$ cat src/rtl/nibble_serial_adder.sv
// nibble_serial_adder
//   Adds two WIDTH-bit operands four bits per cycle using an external
//   combinational 4-bit full adder (bit4_full_add). Operands are taken over a
//   valid/ready handshake, fed to the adder one nibble per cycle together with
//   the running carry, and the assembled sum is offered over a second
//   valid/ready handshake.
//
//   Build option: define OVERFLOW_FLAG_EN to add the o_ovf port (two's-
//   complement overflow flag, valid with o_valid).
//
//   Ports:
//     i_clk, i_rst       clock, asynchronous active-high reset
//     i_valid / o_ready  operand handshake (i_a, i_b, i_cin)
//     o_add_a/b/cin      nibble operands and running carry to the adder
//     i_add_sum/carry    combinational result returned by the adder
//     o_valid / i_ready  result handshake (o_sum, o_carry[, o_ovf])
//     o_busy             high while nibbles are being processed
module nibble_serial_adder #(
  parameter int unsigned WIDTH = 16
) (
  input  logic             i_clk,
  input  logic             i_rst,
  input  logic             i_valid,
  output logic             o_ready,
  input  logic [WIDTH-1:0] i_a,
  input  logic [WIDTH-1:0] i_b,
  input  logic             i_cin,
  output logic [3:0]       o_add_a,
  output logic [3:0]       o_add_b,
  output logic             o_add_cin,
  input  logic [3:0]       i_add_sum,
  input  logic             i_add_carry,
  output logic             o_valid,
  input  logic             i_ready,
  output logic [WIDTH-1:0] o_sum,
  output logic             o_carry,
  output logic             o_busy
`ifdef OVERFLOW_FLAG_EN
  ,
  output logic             o_ovf
`endif
);

  localparam int unsigned NIB  = WIDTH / 4;
  localparam int unsigned IDXW = (NIB > 1) ? $clog2(NIB) : 1;
  localparam logic [IDXW-1:0] LAST_IDX = IDXW'(NIB - 1);

  if ((WIDTH % 4) != 0 || WIDTH < 4) begin : g_width_check
    $error("nibble_serial_adder: WIDTH must be a multiple of 4 and >= 4");
  end

  typedef enum logic [1:0] {
    IDLE = 2'd0,
    RUN  = 2'd1,
    DONE = 2'd2
  } state_t;

  state_t            state;
  logic [IDXW-1:0]   idx;
  // Operand shift registers: hold the nibbles not yet presented to the adder.
  logic [WIDTH-1:0]  a_sh;
  logic [WIDTH-1:0]  b_sh;
  // Sum assembles from the top: each new nibble enters at the MSB end and
  // after NIB shifts nibble 0 sits at the bottom.
  logic [WIDTH-1:0]  sum_reg;

  logic [WIDTH-1:0]  a_nxt;
  logic [WIDTH-1:0]  b_nxt;
  logic [WIDTH-1:0]  sum_nxt;

  // Next values of the shift registers for the current RUN edge
  always_comb begin
    a_nxt   = a_sh >> 4;
    b_nxt   = b_sh >> 4;
    sum_nxt = (sum_reg >> 4) | (WIDTH'(i_add_sum) << (WIDTH - 4));
  end

  // Sequencer: state, nibble feed to the adder and result capture
  always_ff @(posedge i_clk or posedge i_rst) begin
    if (i_rst) begin
      state     <= IDLE;
      idx       <= '0;
      a_sh      <= '0;
      b_sh      <= '0;
      sum_reg   <= '0;
      o_ready   <= 1'b1;
      o_add_a   <= '0;
      o_add_b   <= '0;
      o_add_cin <= 1'b0;
      o_valid   <= 1'b0;
      o_sum     <= '0;
      o_carry   <= 1'b0;
      o_busy    <= 1'b0;
`ifdef OVERFLOW_FLAG_EN
      o_ovf     <= 1'b0;
`endif
    end else begin
      case (state)
        IDLE: begin
          if (i_valid) begin
            // Nibble 0 goes straight to the adder; the rest wait in a_sh/b_sh.
            a_sh      <= i_a >> 4;
            b_sh      <= i_b >> 4;
            o_add_a   <= i_a[3:0];
            o_add_b   <= i_b[3:0];
            o_add_cin <= i_cin;
            idx       <= '0;
            sum_reg   <= '0;
            o_ready   <= 1'b0;
            o_busy    <= 1'b1;
            state     <= RUN;
          end
        end

        RUN: begin
          sum_reg <= sum_nxt;
          if (idx == LAST_IDX) begin
            o_sum     <= sum_nxt;
            o_carry   <= i_add_carry;
`ifdef OVERFLOW_FLAG_EN
            // Carry into the MSB xor carry out of the MSB.
            o_ovf     <= (o_add_a[3] ^ o_add_b[3] ^ i_add_sum[3]) ^ i_add_carry;
`endif
            o_add_a   <= '0;
            o_add_b   <= '0;
            o_add_cin <= 1'b0;
            o_busy    <= 1'b0;
            o_valid   <= 1'b1;
            state     <= DONE;
          end else begin
            idx       <= idx + IDXW'(1);
            o_add_a   <= a_sh[3:0];
            o_add_b   <= b_sh[3:0];
            o_add_cin <= i_add_carry;
            a_sh      <= a_nxt;
            b_sh      <= b_nxt;
          end
        end

        DONE: begin
          // No bypass: o_ready rises only after the result handshake edge.
          if (i_ready) begin
            o_valid <= 1'b0;
            o_ready <= 1'b1;
            state   <= IDLE;
          end
        end

        default: begin
          state <= IDLE;
        end
      endcase
    end
  end

endmodule

$ cat config.mk
export PLATFORM = sky130hd
export DESIGN_NAME = nibble_serial_adder
export DESIGN_NICKNAME = d
export VERILOG_FILES = /design/src/rtl/nibble_serial_adder.sv
export SDC_FILE = /design/constraint.sdc
export NUM_CORES = 1
export LEC_CHECK = 0
export ABC_CLOCK_PERIOD_IN_PS = 2700
export CELL_PAD_IN_SITES_DETAIL_PLACEMENT = 0
export CELL_PAD_IN_SITES_GLOBAL_PLACEMENT = 1
export CORE_UTILIZATION = 30
export DETAILED_ROUTE_END_ITERATION = 12
export PLACE_DENSITY_LB_ADDON = 0.1
export SKIP_CTS_REPAIR_TIMING = 1
export SLEW_MARGIN = 30
export SYNTH_ARGS = -nofsm -noshare
export SYNTH_HDL_FRONTEND = slang
export SYNTH_SLANG_ARGS = --single-unit
$ cat constraint.sdc
create_clock -name i_clk -period 2.7 [get_ports i_clk]
set_input_delay 0.675 -clock i_clk [delete_from_list [all_inputs] [get_ports i_clk]]
set_output_delay 0.675 -clock i_clk [all_outputs]
set_load 0.01 [all_outputs]
* Word-level counts from Yosys, hierarchy flattened
Cells that the tools add are included.
** Word-level totals
- Logic and storage cells :: 66
- Flip-flop bits (word level) :: 81
- Bits of input ports :: 42
** Cells by class
- Bitwise logic cells :: 1
- Reduce and logical (&&, ||, !) cells :: 11
- Mux-type cells :: 33
- Add/subtract/negate cells :: 1
- Equal/unequal tests :: 7
** Operators by type and width (count)
- one-hot mux 16 bit (2 select lines) :: 3
- 2-to-1 mux 16 bit :: 5
- 2-to-1 mux 4 bit :: 4
- bitwise OR 12 x 16 -> 16 bit :: 1
- one-hot mux 4 bit (2 select lines) :: 2
- AND reduction 3 bit :: 5
- 2-to-1 mux 2 bit :: 5
- 2-to-1 mux 1 bit :: 8
- != test 2 bit (second input constant) :: 4
- one-hot mux 1 bit (2 select lines) :: 4
- one-hot mux 2 bit (3 select lines) :: 1
- nonzero test 2 bit :: 3
- equality test 2 bit (second input constant) :: 2
- one-hot mux 2 bit (2 select lines) :: 1
- AND reduction 2 bit :: 2
- adder 2 x 1 -> 2 bit (second input constant) :: 1
- equality test 2 x 1 -> 1 bit (second input constant) :: 1
- zero test 2 bit :: 1

* Logic depth before layout (Yosys ltp)
Gate-level depths: netlist (run 1).
- Depth in word-level cells :: 3
- Gate-level depth with buffers :: 6

* Worst setup path before layout (run 1)
No wires, ideal clock.
- Path type :: input to register
- From :: input i_valid
- To :: register idx[0]
- Setup slack :: 1130 ps
- Arrival time :: 1445 ps
- Required time :: 2575 ps
- Stages on the path :: 3
- Buffers on the path :: 0
- Setup time :: 125 ps
- Cells stage by stage :: nor3b_4 > nor2_4 > mux2_4
** Between the ends
- Cells in the longest elaborated chain, start to end :: 2
** Ends and longest elaborated chain
- start: declaration :: RTL line 23 : input logic i_valid,
- != test 2 bit (no source line)
- AND reduction 3 bit (no source line)
- end signal: assignment :: RTL line 131 : idx <= idx + IDXW'(1);
- end: declaration :: RTL line 59 : logic [IDXW-1:0] idx;
No other way between the ends.
A chain may end at the register's enable or synchronous reset.

* Worst setup path in the final report (run 1)
- From :: register o_ready
- To :: output o_ready
** RTL lines
- start: declaration :: RTL line 24 : output logic o_ready,
- start signal: assignment :: RTL line 86 : o_ready <= 1'b1;
- start signal: assignment :: RTL line 109 : o_ready <= 1'b0;
- start signal: assignment :: RTL line 144 : o_ready <= 1'b1;
No word-level cell between the ends.

==> flow_summary.json, run 1 <==
{
  "drc": 0,
  "finalWirelength_microns": 6500,
  "synth_compound_area_share_pct": 14.2,
  "syn-cell-area_sq_um": 2910,
  "crit_family": "flip-flops",
  "critPathLaunchType": "register",
  "yosysSeqAreaShare_pct": 59.4,
  "finalHoldViolCount": 0,
  "hpwl_microns": 4210,
  "wl_per_cell_microns": 14.5,
  "num_rows": 35,
  "maxCapViolations": 0,
  "final_nets": 359,
  "design_area_sq_um": 3890,
  "yosysWarningCount": 0,
  "max_freq_mhz": 483,
  "critPathCaptureType": "primary output",
  "sequentialPowerShare_pct": 39.5,
  "setup_violations": 0,
  "postSynthCellCount": 244,
  "p_int_w": 0.00299,
  "worstHoldPathType": "reg2reg",
  "synth_fa_ha_area_share_pct": 0.861,
  "dr.pass1.iters": 4,
  "worstPathCellList": "clkdlybuf4s50_1",
  "peakVddDrop_uv": 302,
  "maxSlewHeadroom_pct": 57.3,
  "cts-root-buf": "clkbuf_8",
  "postLayoutCoreUtil_pct": 41.7,
  "synth.avg_cell_area_sq_um": 11.9,
  "yosys.area_share.simple_pct": 13.4,
  "hold_ws_ns": 0.479,
  "crit_arrival_ns": 1.40,
  "grt_pass1_vias": 2059,
  "drtIter0Drc": 98,
  "cp.required_ns": 2.03,
  "core_sq_um": 9330,
  "synth_nets": 288,
  "finalMaxSlewViolations": 0,
  "worstSkewPairLatency_ns": 0.33,
  "rsz0062_at_grt": "false",
  "grt_max_degree": 70,
  "die_area_sq_um": 10100,
  "cts_sinks": 69,
  "p_leak_nw": 1.66,
  "power_frac_clock_pct": 16.2,
  "crit_buf_inv": 1,
  "finClkSkew_ns": 0.00489,
  "criticalPathCategory": "reg2out",
  "setup_tns_ns": 0,
  "dpl_worst_slack_ns": 0.552,
  "detail-route-antenna-nets": 0,
  "synth-xor-area-share_pct": 0,
  "synth-seq-cells": 69,
  "largest_register_ffs": 16,
  "cts_tree": "done",
  "io_buffers": 70,
  "grt_usage_pct": 14.1,
  "grt_pass1_wl_microns": 10800,
  "cts_buffer_depth": 2,
  "min_period_ns": 2.07,
  "synth.distinct_cells": 34,
  "vias": 2066,
  "numCtsBuffers": 9,
  "max_stage_delay_ns": 0.54,
  "dpl-instance-area_sq_um": 3710,
  "ios": 71,
  "path_max_fanout": 3,
  "diodes": 0,
  "finalCritPeriodShare_pct": 76.7,
  "tightest_slew_ns": 0.640,
  "synth_top_family_by_area": "compound AO/OA/AOI/OAI gates",
  "setup_slack_ns": 0.629,
  "avgViaCountPerCell": 4.61,
  "place.gp.congestion": 0.667,
  "p_comb_share_pct": 44.2,
  "start_util_pct": 31.2,
  "path_clk_slew_ns": 0.07,
  "outcome": "finished clean",
  "regMostFlops": "o_sum",
  "cpMaxStageDelayCell": "dfstp_2",
  "p_sw_w": 0.00170,
  "synth.area.mux_share_pct": 7.10,
  "grt_overflow": 0,
  "die_h_microns": 100,
  "switching_share_pct": 36.2,
  "die_w_microns": 100,
  "area_growth_pct": 33.7,
  "antenna_found_initial": 0,
  "power_density_nw_per_um2": 1210,
  "drive_above_1_share_pct": 14.4,
  "htree_levels": 3
}
## cells in the final DEF, fill, tap and decap left out, types with 2 or more instances in the layout
cell type / count
nand2b_1: 2
buf_4: 5
a22o_1: 20
a221oi_1: 8
a31oi_1: 16
clkbuf_8: 12
nor3_1: 16
o21ai_0: 2
nand2_1: 36
a21oi_1: 4
ha_1: 2
clkdlybuf4s50_1: 70
nor2_1: 19
dfrtp_1: 68
clkbuf_1: 2
mux2_2: 17
nor3b_4: 2
## synthesized netlist by cell type
cell type / number / area share, %
dfrtp_1: 68 / 59
nand2_1: 36 / 4.6
a22o_1: 20 / 6.0
nor2_1: 19 / 2.5
mux2_2: 17 / 6.6
a31oi_1: 16 / 3.4
nor3_1: 16 / 2.8
a221oi_1: 8 / 2.4
buf_2: 7 / 1.2
a21oi_1: 4 / 0.69
buf_6: 4 / 1.5
buf_4: 2 / 0.52
ha_1: 2 / 0.86
inv_1: 2 / 0.26
nand2b_1: 2 / 0.43
nor3b_4: 2 / 1.3
o21ai_0: 2 / 0.34
a21o_1: 1 / 0.26
buf_1: 1 / 0.13
buf_8: 1 / 0.52
clkbuf_1: 1 / 0.13
clkinv_1: 1 / 0.13
clkinv_8: 1 / 0.56
dfstp_2: 1 / 0.90
mux2_4: 1 / 0.52
nand2_4: 1 / 0.39
nor2_4: 1 / 0.39
nor2b_1: 1 / 0.22
nor2b_4: 1 / 0.47
nor4bb_1: 1 / 0.34
o211ai_1: 1 / 0.26
o21ai_1: 1 / 0.17
o21ba_2: 1 / 0.34
o21bai_1: 1 / 0.26
## power by group through the flow
stage	clock network, W	registers [W]	logic, W
4_1_cts	0.000800	0.00186	0.00212
5_1_grt	0.000842	0.00192	0.00232
3_5_place_dp	0	0.00188	0.00211
6_report	0.000762	0.00185	0.00208
3_3_place_gp	0	0.00187	0.00210
2_1_floorplan	0	0.00187	0.00138
## kinds of logic (layout without fill, tap and decap cells)
| logic type | after synthesis | count (layout) |
|---|---|---|
| DFF | 69 | 69 |
| buffers and inverters | 20 | 95 |
| AOI/OAI and AO/OA | 55 | 55 |
| adders and majority gates | 2 | 2 |
| muxes | 18 | 18 |
| and+or+nand+nor | 80 | 80 |
## metrics by stage
| stage | power (W) | instances |
|---|---|---|
| floorplan | 0.00324 | 244 |
| detailed placement | 0.00399 | 433 |
| finish | 0.00469 | 448 |
| global route | 0.00507 | 448 |
| CTS | 0.00478 | 448 |
| global placement | 0.00397 | 433 |
## per-layer routing
layer / up-vias / part of all wire, % / GRT usage (%)
met2: 58 / 44 / 20.0
met4: 0 / 1.2 / 8.03
met5: - / 0 / 0
met3: 5 / 4.3 / 2.92
li1: 1018 / - / -
met1: 985 / 50 / 19.9
## worst reg2reg max path, cell delays in order, from the launching register on
cell	delay, ns
dfrtp_1	0.42
ha_1	0.27
nor3b_4	0.52
buf_4	0.33
nor3_1	0.09
a31oi_1	0.15
## path summary, 6_finish.rpt
check	startpoint	slack (ns)	end	cells past startpoint
max in group asynchronous	i_rst	1.62	o_ready	3
min reg2reg	o_busy	0.48	o_busy	1
min	o_busy	0.48	o_busy	1
max	o_ready	0.63	o_ready	1
max reg2reg	idx[0]	0.86	b_sh[4]	5
min in group asynchronous	i_rst	0.72	o_sum[13]	3
## area by class of cell
class,instances,area [sq um]
fill,931,5440
sequential,69,1730
multi-input combinational,155,1030
timing repair buffer,76,758
clock buffer,14,173
tap,129,161
inverter,4,27.5
clock inverter,1,5.00
Power figures use the tool's default switching activity.
==> inputs of run 2 (changes only) <==
ABC_CLOCK_PERIOD_IN_PS = 1980   (was 2700)
clock period = 1.98 ns   (was 2.7 ns; I/O delays follow)
==> run 2 against run 1 <==
Power increased by 43%. Core utilization up 1.2 points. Flip-flop and latch count unchanged. Critical path depth unchanged. Cell area up 2.8%. Clock power is 68% higher. Worst hold slack gained 0.00096 ns. Routed wire length increased by 1.2%. Combinational power grew 40%. Sequential power up 36%.
==> flow_summary.json, run 2 (synthesis gave the netlist of run 1 again) <==
{
  "grt_usage_pct": 14.4,
  "peakVddDrop_uv": 482,
  "finalWirelength_microns": 6580,
  "avgViaCountPerCell": 4.64,
  "dr.pass1.iters": 4,
  "antenna_found_initial": 0,
  "start_util_pct": 31.2,
  "cts_buffer_depth": 2,
  "dpl_worst_slack_ns": 0.0643,
  "cpMaxStageDelayCell": "dfstp_2",
  "finClkSkew_ns": 0.0126,
  "worstSkewPairLatency_ns": 0.35,
  "worstHoldPathType": "reg2reg",
  "outcome": "finished clean",
  "grt_use_met1_pct": 20.9,
  "num_rows": 35,
  "area_growth_pct": 37.5,
  "p_leak_nw": 1.70,
  "place.gp.congestion": 0.677,
  "final_nets": 365,
  "rsz0062_at_grt": "false",
  "finalHoldViolCount": 0,
  "setup_slack_ns": 0.0647,
  "io_buffers": 70,
  "critPathCaptureType": "primary output",
  "finalCritPeriodShare_pct": 96.7,
  "crit_arrival_ns": 1.42,
  "setup_tns_ns": 0,
  "cp.required_ns": 1.48,
  "grt_max_degree": 35,
  "vias": 2110,
  "grt_overflow": 0,
  "maxCapViolations": 0,
  "criticalPathCategory": "reg2out",
  "cts_tree": "done",
  "detail-route-antenna-nets": 0,
  "path_max_fanout": 3,
  "drive_above_1_share_pct": 16.6,
  "final_common_cell": "clkdlybuf4s50_1",
  "diodes": 0,
  "htree_levels": 3,
  "power_density_nw_per_um2": 1680,
  "grt_use_met3_pct": 3.48,
  "min_period_ns": 1.92,
  "hpwl_microns": 4490,
  "critPathLaunchType": "register",
  "cts-root-buf": "clkbuf_8",
  "regMostFlops": "o_sum",
  "max_stage_delay_ns": 0.54,
  "setup_violations": 0,
  "numCtsBuffers": 9,
  "wl_per_cell_microns": 14.5,
  "crit_buf_inv": 1,
  "crit_family": "flip-flops",
  "grt_pass1_wl_microns": 10900,
  "die_h_microns": 100,
  "tightest_slew_ns": 0.480,
  "worstPathCellList": "clkdlybuf4s50_1",
  "maxSlewHeadroom_pct": 68.0,
  "die_area_sq_um": 10100,
  "layout_common_cells": "70 x clkdlybuf4s50_1, 68 x dfrtp_1, 36 x nand2_1",
  "ios": 71,
  "postLayoutCoreUtil_pct": 42.8,
  "max_freq_mhz": 522,
  "die_w_microns": 100,
  "grt_util_met2_pct": 19.6,
  "core_sq_um": 9330,
  "cts_sinks": 69,
  "drc": 0,
  "finalMaxSlewViolations": 0,
  "grt_pass1_vias": 2104,
  "path_clk_slew_ns": 0.07,
  "drtIter0Drc": 74,
  "largest_register_ffs": 16,
  "top_usage_layer": "met1"
}
-- run 2: changes by cell type in the layout (fill, tap and decap cells not counted), sizes merged --
cell / delta
clkinvlp: +3
clkbuf: -3
inv: -1
bufinv: +2
buf: +6
-- run 2: area by class of cell --
cell class / instances / area, sq um
repair buffers: 82 / 816
well taps: 129 / 161
clock buffers: 11 / 141
clock inverters: 5 / 83.8
multi-input cells: 155 / 1030
inverters: 4 / 31.3
flip-flops and latches: 69 / 1730
fillers: 912 / 5330
-- run 2: layer usage --
metal  up-vias  wire, microns  share of wire (%)
li1       1034              -                  -
met4         0            126                1.9
met2        60           2730                 41
met1      1006           3400                 52
met5         -              0                  0
met3        10            328                5.0
-- run 2: stage by stage --
stage               hold WS [ns]  cells  power (W)  cell area, sq um
global placement           0.464    439    0.00548              3770
global route               0.515    455    0.00725              4000
detailed placement         0.472    439    0.00553              3770
CTS                        0.488    455    0.00683              4000
finish                     0.480    455    0.00673              4000
floorplan                  0.466    244    0.00442              2910
-- run 2: final timing paths --
| check | depth (start not counted) | slack, ns | startpoint | endpoint |
|---|---|---|---|---|
| worst max-delay path | 1 | 0.06 | o_ready | o_ready |
| worst min-delay path | 1 | 0.48 | o_busy | o_busy |
| worst max register to register | 5 | 0.43 | idx[0] | b_sh[3] |
| worst min register to register | 1 | 0.48 | o_busy | o_busy |
| max in group asynchronous | 3 | 0.98 | i_rst | o_ready |
| min in group asynchronous | 2 | 0.49 | i_rst | o_sum[15] |
-- run 2: where the power goes --
part,internal (W),switching [W]
logic,0.00150,0.00142
registers,0.00209,0.000432
clock network,0.000746,0.000537
total,0.00434,0.00239
